[src/rtl/hs_rx_buffer.sv]
// rtl/hs_rx_buffer.sv - four-phase SEND/ACK receiver feeding a first-word-fall-through FIFO
module hs_rx_buffer #(
    parameter int DATA_WIDTH  = 32,
    parameter int DEPTH       = 4,
    parameter int SYNC_STAGES = 2
) (
    input  logic                           clk_rx,
    input  logic                           rst_rx,
    input  logic                           SEND_rx,
    input  logic [DATA_WIDTH-1:0]          inputData_rx,
    output logic                           outACK_rx,
    output logic [DATA_WIDTH-1:0]          outDATA_rx,
    output logic                           outVALID_rx,
    input  logic                           READY_rx,
    output logic [$clog2(DEPTH+1)-1:0]     count_rx
);

    localparam int PW = $clog2(DEPTH);
    localparam int CW = $clog2(DEPTH + 1);
    localparam logic [PW-1:0] PTR_ONE  = PW'(1);
    localparam logic [CW-1:0] CNT_ONE  = CW'(1);
    localparam logic [CW-1:0] CNT_FULL = CW'(DEPTH);

    typedef enum logic {
        S_IDLE,
        S_ACK_HIGH
    } state_t;

    state_t                  r_state;
    state_t                  w_next_state;
    logic [SYNC_STAGES-1:0]  r_sync;
    logic [PW-1:0]           r_wr_ptr;
    logic [PW-1:0]           r_rd_ptr;
    logic [CW-1:0]           r_count;
    logic [DATA_WIDTH-1:0]   r_mem [DEPTH];

    logic w_send_s;
    logic w_full;
    logic w_push;
    logic w_pop;

    assign w_send_s = r_sync[SYNC_STAGES-1];
    assign w_full   = (r_count == CNT_FULL);
    assign w_pop    = (r_count != '0) && READY_rx;

    always_ff @(posedge clk_rx or negedge rst_rx) begin
        if (!rst_rx) begin
            r_sync <= '0;
        end else begin
            r_sync <= {r_sync[SYNC_STAGES-2:0], SEND_rx};
        end
    end

    always_ff @(posedge clk_rx or negedge rst_rx) begin
        if (!rst_rx) begin
            r_state <= S_IDLE;
        end else begin
            r_state <= w_next_state;
        end
    end

    // Full check uses the pre-edge count, so a same-cycle pop never unblocks a push.
    always_comb begin
        w_next_state = r_state;
        w_push       = 1'b0;
        case (r_state)
            S_IDLE: begin
                if (w_send_s && !w_full) begin
                    w_push       = 1'b1;
                    w_next_state = S_ACK_HIGH;
                end
            end
            S_ACK_HIGH: begin
                if (!w_send_s) begin
                    w_next_state = S_IDLE;
                end
            end
            default: w_next_state = S_IDLE;
        endcase
    end

    always_ff @(posedge clk_rx or negedge rst_rx) begin
        if (!rst_rx) begin
            r_wr_ptr <= '0;
            r_rd_ptr <= '0;
            r_count  <= '0;
        end else begin
            if (w_push) begin
                r_wr_ptr <= r_wr_ptr + PTR_ONE;
            end
            if (w_pop) begin
                r_rd_ptr <= r_rd_ptr + PTR_ONE;
            end
            case ({w_push, w_pop})
                2'b10:   r_count <= r_count + CNT_ONE;
                2'b01:   r_count <= r_count - CNT_ONE;
                default: r_count <= r_count;
            endcase
        end
    end

    always_ff @(posedge clk_rx) begin
        if (w_push) begin
            r_mem[r_wr_ptr] <= inputData_rx;
        end
    end

    // Storage is never reset; gating with valid keeps the empty-FIFO output at zero.
    assign outDATA_rx  = (r_count != '0) ? r_mem[r_rd_ptr] : '0;
    assign outVALID_rx = (r_count != '0);
    assign outACK_rx   = (r_state == S_ACK_HIGH);
    assign count_rx    = r_count;

endmodule
[config.mk]
export PLATFORM = sky130hd
export DESIGN_NAME = hs_rx_buffer
export DESIGN_NICKNAME = d
export VERILOG_FILES = /design/src/rtl/hs_rx_buffer.sv
export SDC_FILE = /design/constraint.sdc
export NUM_CORES = 1
export LEC_CHECK = 0
export BUFFER_PORTS_ARGS = -buffer_cell sky130_fd_sc_hd__buf_2
export CELL_PAD_IN_SITES_DETAIL_PLACEMENT = 1
export CELL_PAD_IN_SITES_GLOBAL_PLACEMENT = 1
export CORE_MARGIN = 5
export CORE_UTILIZATION = 51
export CTS_BUF_LIST = sky130_fd_sc_hd__clkbuf_2 sky130_fd_sc_hd__clkbuf_4 sky130_fd_sc_hd__clkbuf_8
export CTS_CLUSTER_SIZE = 30
export DETAILED_ROUTE_END_ITERATION = 8
export PLACE_DENSITY = 0.83
export RECOVER_POWER = 50
export SLEW_MARGIN = 20
export SYNTH_ARGS = -nofsm -noshare
export SYNTH_HDL_FRONTEND = slang
export SYNTH_SLANG_ARGS = --single-unit
[constraint.sdc]
create_clock -name clk_rx -period 2.7 [get_ports clk_rx]
set_input_delay 0.27 -clock clk_rx [delete_from_list [all_inputs] [get_ports clk_rx]]
set_output_delay 0.27 -clock clk_rx [all_outputs]
set_load 0.03 [all_outputs]
==> results.md <==
* H-tree levels at 4
* Layout area overhead at 16.7%
* Peak VDD IR at just under 0.7 mV
* Final net count at 372
* Crit path time final at 2.47 ns
* Post-synth top area share at a little under three quarters
* Min-delay worst type: primary input to flip-flop
* Final GP Congestion at 0.711
* Final Hold Vio Count at 0
* CP max-delay cell: dfrtp_2
* Ys async rst share at 7.25%
* Die area at 12700 um2
* Crit path buf inv count at 2
* Synthesized area per cell at around 22 um2
* Placed Cells at 445
* Yosys top cell by area: edfxtp_1
* TritonCTS Buffers at 17
* Post-Synthesis Cells at 246
* Reg clk slew, reported paths at 0.07 ns
* Estimated wirelength of the detail-placed design at 6120 um
* DRC viols at 0
* Status: completed
* Mapped Area at 5360 um2
* Worst relative slew slack at 39.3%
* Vias in the first global route at ~2900
* Post-synth EDFFs at 128
* Layout cells sized above 1 at 31.2%
* Most frequent cell after synthesis: edfxtp_1
* Detailed Route Iter0 Violations at 120
* Post-synth top cells: edfxtp_1, and2_1, mux4_2, dfrtp_1, inv_1
* Final setup fails at 0
* TritonCTS Sinks at around 140
* Crit path max fanout at 10
* Max_cap viols at 0
* Slowest stage delay, CP at between 0.6 and 0.7 ns
* R2R Setup Slk at roughly 0.42 ns
* DRT Pass-1 Iters at 4
* Leakage at 0.00213 uW
* Top post-synthesis cells by area: edfxtp_1, mux4_2, dfrtp_1
* Actual slew at the worst max-slew pin at approximately 0.91 ns
* TritonCTS clock tree: done
* Routed wire length at 9930 um
* Setup_tns at 0 ns
* Cell Count, Final, Fillers Out at 479
* Vias at 2534
* Top cell family by delay on the critical path: flip-flops
* GR Overflow Total at 0
* Core Box Area at 10300 um2
* # rows at 37
* Req. time, crit path at 2.43 ns
* Die width at roughly 110 um
* Netlist cell types at 21
* FMAX at 404 MHz
* IO Count at 73
* RSZ-0062 raised after global routing: no
* Initial Util at 52.1%
* Via density at about 5.3
* FF-to-FF path depth at 9
* Critical Path, Cell by Cell: buf_4 > mux4_2 > and2_1 > buf_2
* Power Density at 1160 nW/um2
* Levels on crit path at 4
* Ys Warns at 0
* CTS Root Cell: clkbuf_8
* Initial antenna violation count at 0
* Mapped Nets at 288
* Routed len/inst at 20.7 um
* Crit path capture: outDATA_rx[23]
* Register area share after synthesis at about three quarters
* Setup crit start: r_rd_ptr[0]$_DFFE_PN0P_
* Chip Height at 112 um
* Worst R2R End: count_rx[2]$_DFFE_PN0P_
* # port buffers at 72
* Antenna viol nets, final at 0
* Crit. End Element: primary output
* Clock Path Buffers at 2
* Skew final at 0.00870 ns
* Most used DFF post-synth: edfxtp_1
* Max-slew violations at 0
* Flops & latches, synth at 138
* Period utilization at 91.6%
* Worst EP arrival at 2.20 ns
* First-pass GRT wire length at ~16000 um
* Largest net degree at the start of global routing at 35
* Critical setup path kind: flip-flop to primary output
* Antenna diodes at 0
* Tot Pwr at 7260 uW
* Worst-Skew Late Latency at 0.43 ns
* Setup crit start kind: flip-flop
* GRT Util Overall at 17.2%
* Worst reg2reg path startpoint: count_rx[0]$_DFFE_PN0P_
report_power, final:
part           total, uW  internal (uW)  switching, uW
clock               1760           1020            741
combinational       2640           1060           1590
sequential          2860           2660            196
area by class of cell:
class,count,area (um2)
Inverter,6,22.5
Tap cell,136,170
Multi-Input combinational cell,89,1150
Timing Repair Buffer,78,385
Fill cell,932,4020
Clock buffer,19,249
Sequential cell,138,4100
Clock inverter,13,176
per-layer routing:
metal	track usage (%)	part of all wire, %	vias up
li1	-	-	1141
met4	5.53	0.93	0
met3	5.88	5.2	10
met5	0	0	-
met2	28.4	52	69
met1	21.5	42	1314
placed cells by master, fill, tap and decap left out, types with 4 or more instances in the layout:
master     count
and2_1        32
and2_2         4
buf_2         34
bufinv_16      4
clkbuf_1      38
clkbuf_8      17
clkinv_2       4
dfrtp_1        8
edfxtp_1     128
ha_1           5
inv_1          6
mux4_2        32
stage by stage:
stage | hold WS, ns | setup WS [ns] | utilization (%) | area (um2)
3_3_place_gp | 0.143 | 0.494 | 57.0 | 5860
4_1_cts | 0.0111 | 0.160 | 61.4 | 6310
5_1_grt | 0.0770 | 0.0704 | 60.8 | 6250
2_1_floorplan | -0.0256 | 0.398 | - | 5360
6_report | 0.0927 | 0.226 | 60.8 | 6250
3_5_place_dp | 0.147 | 0.401 | 57.0 | 5860
logic make-up (layout without fill, tap and decap cells):
group	after synthesis	in the layout	share of synthesized area, %
compound gates	1	1	0.140
mux	34	34	13.9
buf+inv	19	116	1.99
simple gates	42	42	5.02
xor+xnor	6	6	0.981
fa+ha+maj	6	6	1.54
flops	138	138	76.4
flip-flops by register name (all words and copies together) (netlist names):
name	flops
r_wr_ptr	2
r_rd_ptr	2
outACK_rx	1
r_sync	2
count_rx	3
r_mem	128
worst min-delay path by stage:
stage / startpoint / endpoint / slack [ns] / cells past startpoint
floorplan: rst_rx / count_rx[0]$_DFFE_PN0P_ / -0.03 / 0
global placement: rst_rx / count_rx[1]$_DFFE_PN0P_ / 0.14 / 1
detailed placement: rst_rx / count_rx[1]$_DFFE_PN0P_ / 0.15 / 1
CTS: inputData_rx[29] / r_mem[0][29]$_DFFE_PP_ / 0.01 / 1
global route: inputData_rx[25] / r_mem[1][25]$_DFFE_PP_ / 0.08 / 1
finish: inputData_rx[29] / r_mem[0][29]$_DFFE_PP_ / 0.09 / 1
repair_timing:
item                                   in CTS  in global routing
setup buffers                               0                  0
endpoints found under the hold margin      11                  0
gates resized for setup                     0                  0
hold buffers                                2                  0
Note: power is estimated with default switching activity, not from simulation.
